$ cat src/rtl/ams_crtc_pkg.sv
// Shared definitions for the simplified 6845-class CRTC: register map,
// vertical state encoding and the sync-width decode.
package ams_crtc_pkg;

   localparam int unsigned ADDR_W = 5;
   localparam int unsigned HCNT_W = 8;
   localparam int unsigned VCNT_W = 7;
   localparam int unsigned SW_W   = 4;

   // Register indices as seen through the address register
   localparam logic [ADDR_W-1:0] R_HTOT  = 5'd0;
   localparam logic [ADDR_W-1:0] R_HDISP = 5'd1;
   localparam logic [ADDR_W-1:0] R_HSPOS = 5'd2;
   localparam logic [ADDR_W-1:0] R_SYNCW = 5'd3;
   localparam logic [ADDR_W-1:0] R_VTOT  = 5'd4;
   localparam logic [ADDR_W-1:0] R_VADJ  = 5'd5;
   localparam logic [ADDR_W-1:0] R_VDISP = 5'd6;
   localparam logic [ADDR_W-1:0] R_VSPOS = 5'd7;
   localparam logic [ADDR_W-1:0] R_ILACE = 5'd8;
   localparam logic [ADDR_W-1:0] R_MAXRA = 5'd9;
   localparam logic [ADDR_W-1:0] R_SAHI  = 5'd12;
   localparam logic [ADDR_W-1:0] R_SALO  = 5'd13;

   typedef enum logic {
      V_ACTIVE = 1'b0,
      V_ADJUST = 1'b1
   } vstate_t;

   // A programmed width of 0 stands for the maximum of 16
   function automatic logic [SW_W:0] sync_width(input logic [SW_W-1:0] w);
      return (w == '0) ? 5'd16 : {1'b0, w};
   endfunction

endpackage

$ cat src/rtl/sync_width_counter.sv
// Sync pulse stretcher: counts a programmed number of ticks after a start.
module sync_width_counter
   import ams_crtc_pkg::*;
(
   input  logic            i_clk,
   input  logic            i_rst,
   input  logic            i_tick,
   input  logic            i_start,
   input  logic [SW_W-1:0] i_width,
   output logic            o_active
);

   logic [SW_W-1:0] r_cnt;
   logic            r_active;

   // Start only when idle so a repeated start cannot stretch a running pulse
   always_ff @(posedge i_clk or posedge i_rst) begin
      if (i_rst) begin
         r_cnt    <= '0;
         r_active <= 1'b0;
      end else if (i_tick) begin
         if (i_start && !r_active) begin
            r_active <= 1'b1;
            r_cnt    <= SW_W'(sync_width(i_width) - 5'd1);
         end else if (r_active) begin
            if (r_cnt == '0) r_active <= 1'b0;
            else             r_cnt    <= r_cnt - SW_W'(1);
         end
      end
   end

   assign o_active = r_active;

endmodule

$ cat src/rtl/crtc_6845_lite.sv
// Simplified 6845-class CRTC: H/V timing, sync, display enable and MA/RA.
module crtc_6845_lite
   import ams_crtc_pkg::*;
#(
   parameter int unsigned MA_W = 14,
   parameter int unsigned RA_W = 5
)(
   input  logic            i_clk_n,
   input  logic            i_reset,
   input  logic            i_cclk,
   input  logic            i_cs_n,
   input  logic            i_rs,
   input  logic            i_wr_n,
   input  logic [7:0]      i_d,
   output logic            o_hsync,
   output logic            o_vsync,
   output logic            o_dispen,
   output logic [MA_W-1:0] o_ma,
   output logic [RA_W-1:0] o_ra
);

   logic              r_wr_n_d, r_wr_pend, r_wr_rs;
   logic [7:0]        r_wr_d;
   logic [ADDR_W-1:0] r_addr;
   logic [7:0]        r_r0, r_r1, r_r2, r_r3, r_r13;
   logic [6:0]        r_r4, r_r6, r_r7;
   logic [4:0]        r_r5, r_r9;
   logic [5:0]        r_r12;

   logic [HCNT_W-1:0] r_hcnt, w_hcnt_nx;
   logic [VCNT_W-1:0] r_vcnt, w_vcnt_nx;
   logic [RA_W-1:0]   r_ra, w_ra_nx;
   logic [MA_W-1:0]   r_lstart, w_lstart_nx;
   vstate_t           r_vstate, w_vstate_nx;
   logic              w_eol, w_frame_end, w_row_end, w_wr_fall;
   logic              w_h_active, w_v_active, w_hs_start, w_vs_start;
   logic              r_hsync, r_vsync, r_dispen;
   logic [MA_W-1:0]   r_ma;
   logic [RA_W-1:0]   r_ra_out;

   assign w_wr_fall = r_wr_n_d & ~i_wr_n & ~i_cs_n;

   // Capture a CPU write on the WR_n falling edge; it commits one cycle later
   always_ff @(posedge i_clk_n or posedge i_reset) begin
      if (i_reset) begin
         r_wr_n_d  <= 1'b0;
         r_wr_pend <= 1'b0;
         r_wr_rs   <= 1'b0;
         r_wr_d    <= '0;
      end else begin
         r_wr_n_d  <= i_wr_n;
         r_wr_pend <= w_wr_fall;
         if (w_wr_fall) begin
            r_wr_rs <= i_rs;
            r_wr_d  <= i_d;
         end
      end
   end

   // Address register and timing register file
   always_ff @(posedge i_clk_n or posedge i_reset) begin
      if (i_reset) begin
         r_addr <= '0;
         r_r0 <= '0; r_r1 <= '0; r_r2 <= '0; r_r3 <= '0; r_r4 <= '0;
         r_r5 <= '0; r_r6 <= '0; r_r7 <= '0; r_r9 <= '0; r_r12 <= '0;
         r_r13 <= '0;
      end else if (r_wr_pend) begin
         if (!r_wr_rs) begin
            r_addr <= r_wr_d[4:0];
         end else begin
            case (r_addr)
               R_HTOT:  r_r0  <= r_wr_d;
               R_HDISP: r_r1  <= r_wr_d;
               R_HSPOS: r_r2  <= r_wr_d;
               R_SYNCW: r_r3  <= r_wr_d;
               R_VTOT:  r_r4  <= r_wr_d[6:0];
               R_VADJ:  r_r5  <= r_wr_d[4:0];
               R_VDISP: r_r6  <= r_wr_d[6:0];
               R_VSPOS: r_r7  <= r_wr_d[6:0];
               R_ILACE: ;
               R_MAXRA: r_r9  <= r_wr_d[4:0];
               R_SAHI:  r_r12 <= r_wr_d[5:0];
               R_SALO:  r_r13 <= r_wr_d;
               default: ;
            endcase
         end
      end
   end

   // Horizontal character counter; a total below HCNT lets it free-run to the wrap
   assign w_eol     = i_cclk && (r_hcnt == r_r0);
   assign w_hcnt_nx = w_eol ? '0 : r_hcnt + HCNT_W'(1);

   always_ff @(posedge i_clk_n or posedge i_reset) begin
      if (i_reset)     r_hcnt <= '0;
      else if (i_cclk) r_hcnt <= w_hcnt_nx;
   end

   // Vertical FSM state register and line/row counters
   always_ff @(posedge i_clk_n or posedge i_reset) begin
      if (i_reset) begin
         r_vstate <= V_ACTIVE;
         r_vcnt   <= '0;
         r_ra     <= '0;
         r_lstart <= '0;
      end else begin
         r_vstate <= w_vstate_nx;
         r_vcnt   <= w_vcnt_nx;
         r_ra     <= w_ra_nx;
         r_lstart <= w_lstart_nx;
      end
   end

   // Vertical next-state: raster/row stepping, adjust lines and line start address
   always_comb begin
      w_vstate_nx = r_vstate;
      w_vcnt_nx   = r_vcnt;
      w_ra_nx     = r_ra;
      w_lstart_nx = r_lstart;
      w_frame_end = 1'b0;
      w_row_end   = 1'b0;
      if (w_eol) begin
         case (r_vstate)
            V_ACTIVE: begin
               if (r_ra == RA_W'(r_r9)) begin
                  w_row_end = 1'b1;
                  w_ra_nx   = '0;
                  if (r_vcnt == r_r4) begin
                     if (r_r5 == '0) w_frame_end = 1'b1;
                     else            w_vstate_nx = V_ADJUST;
                  end else begin
                     w_vcnt_nx = r_vcnt + VCNT_W'(1);
                  end
               end else begin
                  w_ra_nx = r_ra + RA_W'(1);
               end
            end
            V_ADJUST: begin
               if (r_ra == RA_W'(r_r5 - 5'd1)) begin
                  w_frame_end = 1'b1;
                  w_vstate_nx = V_ACTIVE;
               end else begin
                  w_ra_nx = r_ra + RA_W'(1);
               end
            end
            default: w_vstate_nx = V_ACTIVE;
         endcase
         if (w_frame_end) begin
            w_vcnt_nx   = '0;
            w_ra_nx     = '0;
            w_lstart_nx = MA_W'({r_r12, r_r13});
         end else if (w_row_end) begin
            w_lstart_nx = MA_W'(r_lstart + MA_W'(r_r1));
         end
      end
   end

   // Sync starts are keyed on the counter values being loaded so the pulses
   // line up with the display-enable derived from the same counters
   assign w_hs_start = (w_hcnt_nx == r_r2);
   assign w_vs_start = (w_vstate_nx == V_ACTIVE) && (w_ra_nx == '0) && (w_vcnt_nx == r_r7);

   sync_width_counter u_hsync_w (
      .i_clk    (i_clk_n),
      .i_rst    (i_reset),
      .i_tick   (i_cclk),
      .i_start  (w_hs_start),
      .i_width  (r_r3[3:0]),
      .o_active (w_h_active)
   );

   sync_width_counter u_vsync_w (
      .i_clk    (i_clk_n),
      .i_rst    (i_reset),
      .i_tick   (w_eol),
      .i_start  (w_vs_start),
      .i_width  (r_r3[7:4]),
      .o_active (w_v_active)
   );

   // Output register stage: every pin changes on the same edge
   always_ff @(posedge i_clk_n or posedge i_reset) begin
      if (i_reset) begin
         r_hsync  <= 1'b0;
         r_vsync  <= 1'b0;
         r_dispen <= 1'b0;
         r_ma     <= '0;
         r_ra_out <= '0;
      end else begin
         r_hsync  <= w_h_active;
         r_vsync  <= w_v_active;
         r_dispen <= (r_hcnt < r_r1) && (r_vcnt < r_r6) && (r_vstate == V_ACTIVE);
         r_ma     <= MA_W'(r_lstart + MA_W'(r_hcnt));
         r_ra_out <= r_ra;
      end
   end

   assign o_hsync  = r_hsync;
   assign o_vsync  = r_vsync;
   assign o_dispen = r_dispen;
   assign o_ma     = r_ma;
   assign o_ra     = r_ra_out;

endmodule

$ cat config.mk
export PLATFORM = sky130hd
export DESIGN_NAME = crtc_6845_lite
export DESIGN_NICKNAME = d
export VERILOG_FILES = /design/src/rtl/ams_crtc_pkg.sv /design/src/rtl/sync_width_counter.sv /design/src/rtl/crtc_6845_lite.sv
export SDC_FILE = /design/constraint.sdc
export NUM_CORES = 1
export LEC_CHECK = 0
export CAP_MARGIN = 20
export CORE_AREA = 2 2 148 150
export CTS_CLUSTER_DIAMETER = 150
export CTS_CLUSTER_SIZE = 16
export DETAILED_ROUTE_END_ITERATION = 16
export DIE_AREA = 0 0 150 152
export GPL_TIMING_DRIVEN = 0
export PLACE_DENSITY = 0.54
export SETUP_SLACK_MARGIN = 0.4
export SLEW_MARGIN = 10
export SYNTH_ARGS = -nofsm -noshare
export SYNTH_HDL_FRONTEND = slang
export SYNTH_SLANG_ARGS = --single-unit
$ cat constraint.sdc
create_clock -name i_clk_n -period 12.2 [get_ports i_clk_n]
set_input_delay 2.44 -clock i_clk_n [delete_from_list [all_inputs] [get_ports i_clk_n]]
set_output_delay 2.44 -clock i_clk_n [all_outputs]
set_load 0.02 [all_outputs]
# After elaboration in Yosys (flattened, before gate mapping)
# Index checks and enable logic that the tools add are counted.
[word_totals]
register_bits = 160
latch_bits = 0
ramBits = 0
mem_bits_ro = 0
inputBits = 14
output_inout_bits = 22
word_cells = 143
n_memories = 0
[classes]
addsub = 10
mul = 0
div = 0
order_cmp = 2
n_eq_ne = 18
shift = 0
muxes = 42
bitwise = 7
reduce_logical = 34
[op_table]
columns = ["cell", "count"]
rows = [
  ["AND reduction 3 bit", 13],
  ["two-way mux 7 bit", 5],
  ["two-way mux 4 bit", 8],
  ["adder 14 x 8 -> 14 bit", 2],
  ["two-way mux 14 bit", 2],
  ["== test 5 x 3 -> 1 bit, second input constant", 4],
  ["two-way mux 5 bit", 4],
  ["two-way mux 1 bit", 19],
  ["== test 8 bit", 2],
  ["zero test 4 bit", 4],
  ["subtractor 4 x 1 -> 4 bit, second input constant", 4],
  ["== test 5 x 4 -> 1 bit, second input constant", 3],
  ["zero test 5 bit", 3],
  ["== test 7 bit", 2],
  ["== test 5 x 2 -> 1 bit, second input constant", 2],
  ["== test 5 bit", 2],
  ["case mux 5 bit (2 select lines)", 1],
  ["adder 8 x 1 -> 8 bit, second input constant", 1],
  ["< comparator 8 bit", 1],
  ["two-way mux 8 bit", 1],
  ["adder 7 x 1 -> 7 bit, second input constant", 1],
  ["logical AND 1 bit", 7],
  ["< comparator 7 bit", 1],
  ["nonzero test 2 bit", 3],
  ["9 further kinds", 18],
]

# Longest topological paths before layout
[depth]
word_depth = 14
depth_mapped = 16

# Cells and area by module
# Synthesis repeated with hierarchy kept, for this count alone.
[unflattened]
hier_cells = 761
hier_area_um2 = 8523.2
[by_module_without_submodules]
columns = ["mod", "instances", "cells_each", "area_each_um2"]
rows = [
  ["crtc_6845_lite", 1, 693, 7840.0],
  ["sync_width_counter", 2, 34, 341.6],
]

# Worst setup path after synthesis
# OpenSTA, ideal clock, no wires.
[synth_timing]
kind = "input-to-reg"
from = "in i_cclk"
to = "reg u_vsync_w.r_cnt[2]"
setup_time_ns = 0.099
arrival_ns = 5.452
required_ns = 12.101
path_slack_ns = 6.648
stages = 15
path_cell_list = "buf_2 > inv_2 > nor4_4 > nand4_4 > nor3b_4 > xnor2_1 > a2111o_1 > nor4_1 > and4_1 > buf_6 > mux2i_1 > ha_1 > a31oi_1 > mux2_1 > a311oi_1"
[synth_via]
elab_chain_len = 8
word_cells_on_any_way = 14
[synth_rtl]
columns = ["element", "line", "source"]
rows = [
  ["start: declaration", "crtc_6845_lite.sv:10", "input logic i_cclk,"],
  ["logical AND 1 bit (*)", "crtc_6845_lite.sv:91", "assign w_eol = i_cclk && (r_hcnt == r_r0);"],
  ["two-way mux 5 bit / two-way mux 1 bit (equally long branches)", "crtc_6845_lite.sv:122", "if (w_eol) begin"],
  ["zero test 5 bit / inverter 1 bit (equally long branches)", "crtc_6845_lite.sv:161", "assign w_vs_start = (w_vstate_nx == V_ACTIVE) && (w_ra_nx == '0) && (w_vcnt_nx == r_r7);"],
  ["logical AND 1 bit (2 in series)", "crtc_6845_lite.sv:161", ""],
  ["logical AND 1 bit", "sync_width_counter.sv:22", "if (i_start && !r_active) begin"],
  ["!= test 2 x 1 -> 1 bit (no line) / nonzero test 2 bit (equally long branches)", "--", ""],
  ["AND reduction 3 bit (no line)", "--", ""],
  ["end signal: assignment", "sync_width_counter.sv:24", "r_cnt <= SW_W'(sync_width(i_width) - 5'd1);"],
  ["end signal: assignment", "sync_width_counter.sv:27", "else r_cnt <= r_cnt - SW_W'(1);"],
  ["end: declaration", "sync_width_counter.sv:13", "logic [SW_W-1:0] r_cnt;"],
]
# Mark *: on every way between the ends. The rest lies on a longest branch, timed or not.
# A chain may end at the register's enable or synchronous reset.

# Worst setup path after layout
# Same ends and word-level chain as after synthesis.

==> run_results.csv <==
group,metric,value,unit
cells_and_area,fin_util,0.455,
cells_and_area,syn2layout_area_growth,15.6,%
timing,setup_tns,0,ns
timing,finClkSkew,0.00975,ns
die,rows,54,
synth,seq_area_frac_synth,0.477,
die,ios,36,
cells_and_area,regArea,4000,um2
cells_and_area,multi_input_area,4100,um2
die,dieHeight,152,um
grt,antenna_found_initial,0,
cells_and_area,mostFrequentLayoutCell,"dfrtp_1",
placed_design,portBuffers,34,
placed_design,post-place-cells,1079,
pwr,vdd_ir_drop_max,0.103,mV
synth,yosys.area_share.simple,0.122,
timing,finalCritPeriodShare,0.466,
die,start_util,0.393,
clock_network,root_buffer,"clkbuf_16",
synth,synth_compound_area_frac,0.107,
grt,grt_first_pass_wirelength,31600,um
timing,period_needed,5.69,ns
setup_path,worstPathRequired,12.53,ns
min_path,min-delay-path-class,"reg -> reg",
grt,grt_max_degree,88,
clock_network,htreeDepth,4,
clock_network,cts_inserted_buffers,17,
clock_network,cts_hold_buf,0,
clock_network,clock_path_buffers,2,
detailed_routing,firstDrtPassIters,6,
detailed_routing,wl,19200,um
setup_path,crit_fanout,8,
detailed_routing,antenna_left,0,
detailed_routing,wl_per_cell,17.3,um
clock_network,cts_tree,"yes",
grt,overflow,0,
die,die_w,150,um
grt,use_met2,0.289,
clock_network,numClockSinks,160,
timing,rsz0062_at_grt,"false",
setup_path,crit_path_end_kind,"register",
synth,synthFlopType,"dfrtp_1",
timing,slew_violations,0,
clock_network,path_clk_slew,0.07,ns
synth,avgSynthCellArea,11.0,um2
pwr,power.density,183,nW/um2
pwr,p_leak,0.00449,uW
timing,slew_headroom,0.397,
clock_network,clk_latency,0.43,ns
synth,synthXorXnorAreaFrac,0.0626,
detailed_routing,vias,5844,
timing,finalSetupViolations,0,
clock_network,post_cts_resized,0,
placed_design,place_congestion,0.838,
synth,yosys.area_share.adder,0.0569,
grt,met3_usage,0.0387,
synth,ys_ff_latch,160,
clock_network,post_cts_buffers,0,
timing,hold_viol,0,
cells_and_area,antenna_cells,0,
flow_run,drv_cap,0,
synth,synth.distinct_cells,68,
die,dieArea,22800,um2
cells_and_area,final_cell_mix,"dfrtp_1, mux2_2, o21ai_0, nand2_1, inv_1",
cells_and_area,nets,870,
cells_and_area,final_cell_count_no_fill,1112,
synth,syn_area,8400,um2
die,core_area,21400,um2
cells_and_area,drive_above_1_share,0.179,
outcome,outcome,"finished clean",
setup_path,criticalPathCategory,"in -> reg",
synth,synth_top_family_by_area,"multiplexers",
synth,ys.warnings.count,0,
synth,synth_edf_count,0,
grt,use_met1,0.245,
detailed_routing,drcViolationCount,0,
synth,async_reset_ff_frac,1.00,
setup_path,start_kind,"input port",
timing,worstMarginPinSlew,0.905,ns
synth,syn_inst,763,
setup_path,crit_arrival,6.02,ns
grt,grt_pass1_vias,5996,
synth,syn_nets,814,
placed_design,dp_hpwl,13800,um
cells_and_area,num-fill-cells,2007,
synth,muxShareOfSynthArea,0.139,
timing,max_freq,0.176,GHz
grt,grt_usage,0.180,
grt,grt.busiest_layer,"met2",
detailed_routing,drt-initial-drc-count,335,
detailed_routing,vias_per_cell,5.26,
flip-flops by register name (all words and copies together) (netlist names), 4 cells and up:
name             flops
o_ma                14
o_ra                 5
r_addr               5
r_hcnt               8
r_lstart            14
r_r0                 8
r_r1                 8
r_r12                6
r_r13                8
r_r2                 8
r_r3                 8
r_r4                 7
r_r5                 5
r_r6                 7
r_r7                 7
r_r9                 5
r_ra                 5
r_vcnt               7
r_wr_d               8
u_hsync_w.r_cnt      4
u_vsync_w.r_cnt      4
critical path, cell delays in order:
cell and delay [ns]:
buf_2 0.18, inv_2 0.11, nor4_4 0.38, nand4_4 0.26, nor3b_4 0.28, xnor2_1 0.11
a2111o_1 0.41, nor4_1 0.33, and4_1 0.29, buf_6 0.15, mux2i_1 0.20, ha_1 0.22
a31oi_1 0.09, mux2_1 0.30, a311oi_1 0.25
synth_stat cells (2+ instances only):
master / instances / area (um2)
nor4_4: 2 / 42.5
o21bai_1: 3 / 22.5
xor2_1: 28 / 245
nor4_1: 4 / 25.0
a22o_1: 5 / 43.8
mux2i_1: 12 / 120
dfrtp_1: 160 / 4000
buf_2: 6 / 30.0
a21oi_1: 37 / 185
fa_1: 2 / 40.0
nand3_1: 18 / 90.1
nand3b_1: 4 / 30.0
o31ai_1: 10 / 75.1
or4_1: 2 / 15.0
o22ai_1: 4 / 25.0
ha_1: 35 / 438
a221o_1: 3 / 30.0
buf_1: 3 / 11.3
nand4_1: 4 / 25.0
clkbuf_1: 18 / 67.6
o21ai_0: 46 / 230
nor2b_1: 10 / 62.6
mux2_2: 91 / 1020
nor4_2: 4 / 50.1
and3_1: 10 / 62.6
and2_1: 3 / 18.8
a31oi_1: 2 / 12.5
nor3_1: 17 / 85.1
nor2_1: 33 / 124
o31a_1: 3 / 26.3
o21ai_1: 2 / 10.0
mux2_1: 2 / 22.5
a21o_1: 6 / 45.0
o2111ai_1: 2 / 17.5
o221ai_1: 2 / 17.5
nor3b_1: 3 / 22.5
nand2_1: 46 / 173
buf_6: 2 / 22.5
a22oi_1: 2 / 15.0
or3_1: 3 / 18.8
xnor2_1: 32 / 280
nand2b_1: 13 / 81.3
inv_1: 43 / 161
o21a_1: 2 / 15.0
logic make-up after synthesis:
| group | count (synthesis) |
|---|---|
| AOI/OAI and AO/OA | 143 |
| xor gates and xnor gates | 60 |
| adders and majority gates | 37 |
| buffers and inverters | 73 |
| DFF | 160 |
| muxes | 105 |
| and+or+nand+nor | 185 |
power breakdown:
part | total (uW) | internal [uW] | switching, uW | leakage [uW]
Combinational | 527 | 236 | 291 | 0.00210
Sequential | 726 | 629 | 97.3 | 0.00212
Clock | 525 | 288 | 237 | 0.000272
worst paths after layout:
check | cells past startpoint | slack (ns) | start | to
worst min-delay path | 0 | 0.38 | r_ra[3] | o_ra[3]
min in group asynchronous | 2 | 2.47 | i_reset | r_lstart[12]
worst max register to register | 15 | 7.95 | r_ra[0] | u_vsync_w.r_cnt[2]
worst max-delay path | 15 | 6.51 | i_cclk | u_vsync_w.r_cnt[2]
worst min register to register | 0 | 0.38 | r_ra[3] | o_ra[3]
max in group asynchronous | 3 | 8.93 | i_reset | r_r9[0]
layer usage:
metal,wire [um],up-vias,share of wire
met4,275,0,0.014
met5,0,-,0
li1,-,2814,-
met1,9060,2905,0.47
met2,9320,106,0.49
met3,539,19,0.028
final cells by class:
cell class	count	share of cell area
plain buffers	29	0.0135
well taps	280	0.0361
clock inverters	15	0.0153
inverters	44	0.0178
flip-flops and latches	160	0.412
multi-input cells	530	0.422
repair buffers	37	0.0389
clock buffers	17	0.0438
stage by stage:
step / instance area, um2 / hold slack (ns) / worst slack, ns / total power, uW
detailed placement: 9130 / 0.373 / 6.06 / 1260
CTS: 9700 / 0.392 / 6.51 / 1790
global placement: 9090 / 0.365 / 3.21 / 1240
finish: 9710 / 0.384 / 6.51 / 1780
global route: 9710 / 0.407 / 6.33 / 1900
floorplan: 8400 / 0.349 / 5.44 / 1090
(Power assumes the default switching activity.)
==> RTL edit (config.mk and constraints unchanged) <==
Set the parameter `RA_W` to 10 (it was 5).
--- a/src/rtl/crtc_6845_lite.sv
+++ b/src/rtl/crtc_6845_lite.sv
@@ -4,5 +4,5 @@
 #(
    parameter int unsigned MA_W = 14,
-   parameter int unsigned RA_W = 5
+   parameter int unsigned RA_W = 10
 )(
    input  logic            i_clk_n,
Ports: changed (resized o_ra); port bits go from 36 to 41. The function was not compared with the original's and may differ.
==> RTL edit against the unedited design <==
- routed wire length rose by 8.7%
- final area rose by 7.4%
- register-to-register slack worse by 0.13 ns
- clock skew fell by 0.0011 ns
- worst setup slack got worse by 0.24 ns
- area after synthesis is 7.0% higher
- sequential cell count rose by 10
- cell count increased by 8.2%
- power grew 18%
- critical endpoint unchanged
==> RTL edit: results (changes against the unedited design) <==
clk_latency_ns: 0.43  # about the same
grtUsageTotal_pct: 19.52  # was 18.02%
holdCritStartpoint: "r_ra[4]$_DFF_PP0_"  # was r_ra[3]$_DFF_PP0_
ys.flop_type: "dfrtp_1"  # unchanged
met2_length_um: 9735  # was 9317 µm
grt.met3_usage_pct: 2.793  # was 3.874%
post_cts_buffers: 0  # unchanged
place.gp.congestion: 0.8393  # was 0.8381
irDropWorstVdd_mv: 0.1072  # was 0.1027 mV
routed-via-count: 6382  # was 5844
num_antenna_cells: 0  # unchanged
numCtsBuffers: 17  # unchanged
top_layer: "met4"  # unchanged
wl_met3_um: 553  # was 539 µm
wl_met1_um: 10320  # was 9057 µm
ys_seq_area_share_pct: 47.33  # was 47.68%
mappedNetlistNets: 900  # was 814
ant_nets: 0  # unchanged
hpwl_um: 14560  # was 13830 µm
port_buffers: 40  # was 34
hold_path_depth: 0  # unchanged
grt_use_met1_pct: 28.21  # was 24.48%
synth_cell_type_count: 65  # was 68
fin_skew_ns: 0.008681  # was 0.009754 ns
grt_max_degree: 87  # was 88
crit_path_max_fanout: 10  # was 8
worstPathArrival_ns: 6.27  # was 6.02 ns
yosys-top-cells-count: "170 x dfrtp_1, 84 x mux2_2, 66 x nand2_1, 49 x inv_1, 48 x o21ai_0"  # was 160 x dfrtp_1, 91 x mux2_2, 46 x nand2_1, 46 x o21ai_0, 43 x inv_1
grtUsageMet2_pct: 30.66  # was 28.94%
grt_pass1_wl_um: 34640  # was 31640 µm
clock_path_buffers: 2  # unchanged
cp_slowest_cell: "clkdlybuf4s50_1"  # was a2111o_1
max_stage_delay_ns: 0.52  # was 0.41 ns
worst_slew_pin_slew_ns: 0.9164  # was 0.9048 ns
drt_wl_total_um: 20870  # was 19190 µm
final_nets: 961  # was 870
antenna_found_initial: 0  # unchanged
crit_family: "simple AND/OR/NAND/NOR gates"  # unchanged
whs_endpoint: "o_ra[4]$_DFF_PP0_"  # was o_ra[3]$_DFF_PP0_
ys_warn_count: 0  # unchanged
synth_area_leaders: "dfrtp_1 47%, mux2_2 11%, ha_1 4.9%"  # was dfrtp_1 48%, mux2_2 12%, ha_1 5.2%
hold_class: "reg -> reg"  # unchanged
clk_pin_slew_ns: 0.06
crit_type: "in -> reg"  # unchanged
p_leak_nw: 4.728  # was 4.487 nW
outcome: "finished clean"  # unchanged
ctsResizeCount: 0  # unchanged
timing.rr.start: "r_hcnt[5]$_DFFE_PP0P_"  # was r_ra[0]$_DFF_PP0_
drive_gt1_share_pct: 15.06  # was 17.91%
drt_iter0_drc: 357  # was 335
timing.hold.ws_ns: 0.3746  # was 0.3842 ns
r2r_slack_ns: 7.82  # was 7.95 ns
first_global_vias: 6310  # was 5996
firstDrtPassIters: 4  # was 6
[RTL edit: stage by stage]
step | util [%] | setup slack (ns) | instance area [µm²] | total power, mW | std cells
final | 48.83 | 6.277 | 10430 | 2.092 | 1203
after floorplan | - | 5.157 | 8987 | 1.303 | 849
after CTS | 48.81 | 6.244 | 10420 | 2.113 | 1202
after detailed placement | 45.82 | 5.794 | 9783 | 1.518 | 1170
after global placement | 45.61 | 2.612 | 9738 | 1.507 | 1169
after global routing | 48.83 | 6.031 | 10430 | 2.237 | 1203
[RTL edit: worst reg2reg max path: cells and delay by family (launching register included)]
kind | cells | cell delay (ns)
simple gates | 6 | 1.88
compound gates | 3 | 0.77
buf+inv | 3 | 0.68
flops | 1 | 0.43
mux | 1 | 0.21
fa+ha+maj | 1 | 0.18
xor+xnor | 1 | 0.17
[RTL edit: final cells by class]
| cell class | instances | area (µm²) |
|---|---|---|
| Fill cell | 2017 | 10920 |
| Multi-Input combinational cell | 591 | 4404 |
| Sequential cell | 170 | 4254 |
| Clock buffer | 21 | 470.5 |
| Timing Repair Buffer | 42 | 432.9 |
| Tap cell | 280 | 350.3 |
| Inverter | 49 | 191.4 |
| Clock inverter | 11 | 167.7 |
| Buffer | 39 | 155.1 |
[RTL edit: kinds of logic after synthesis]
group,count (synthesis),synth area share [%]
adders and majority gates,37,5.318
buffers and inverters,88,3.773
and+or+nand+nor,225,12.88
xor gates and xnor gates,68,7.100
DFF,170,47.33
muxes,93,11.53
AOI/OAI and AO/OA,168,12.07
[RTL edit: where the power goes]
group	switching, mW	leakage (nW)	internal [mW]
Sequential	0.108	2.25	0.685
Combinational	0.400	2.17	0.314
Clock	0.226	0.309	0.359
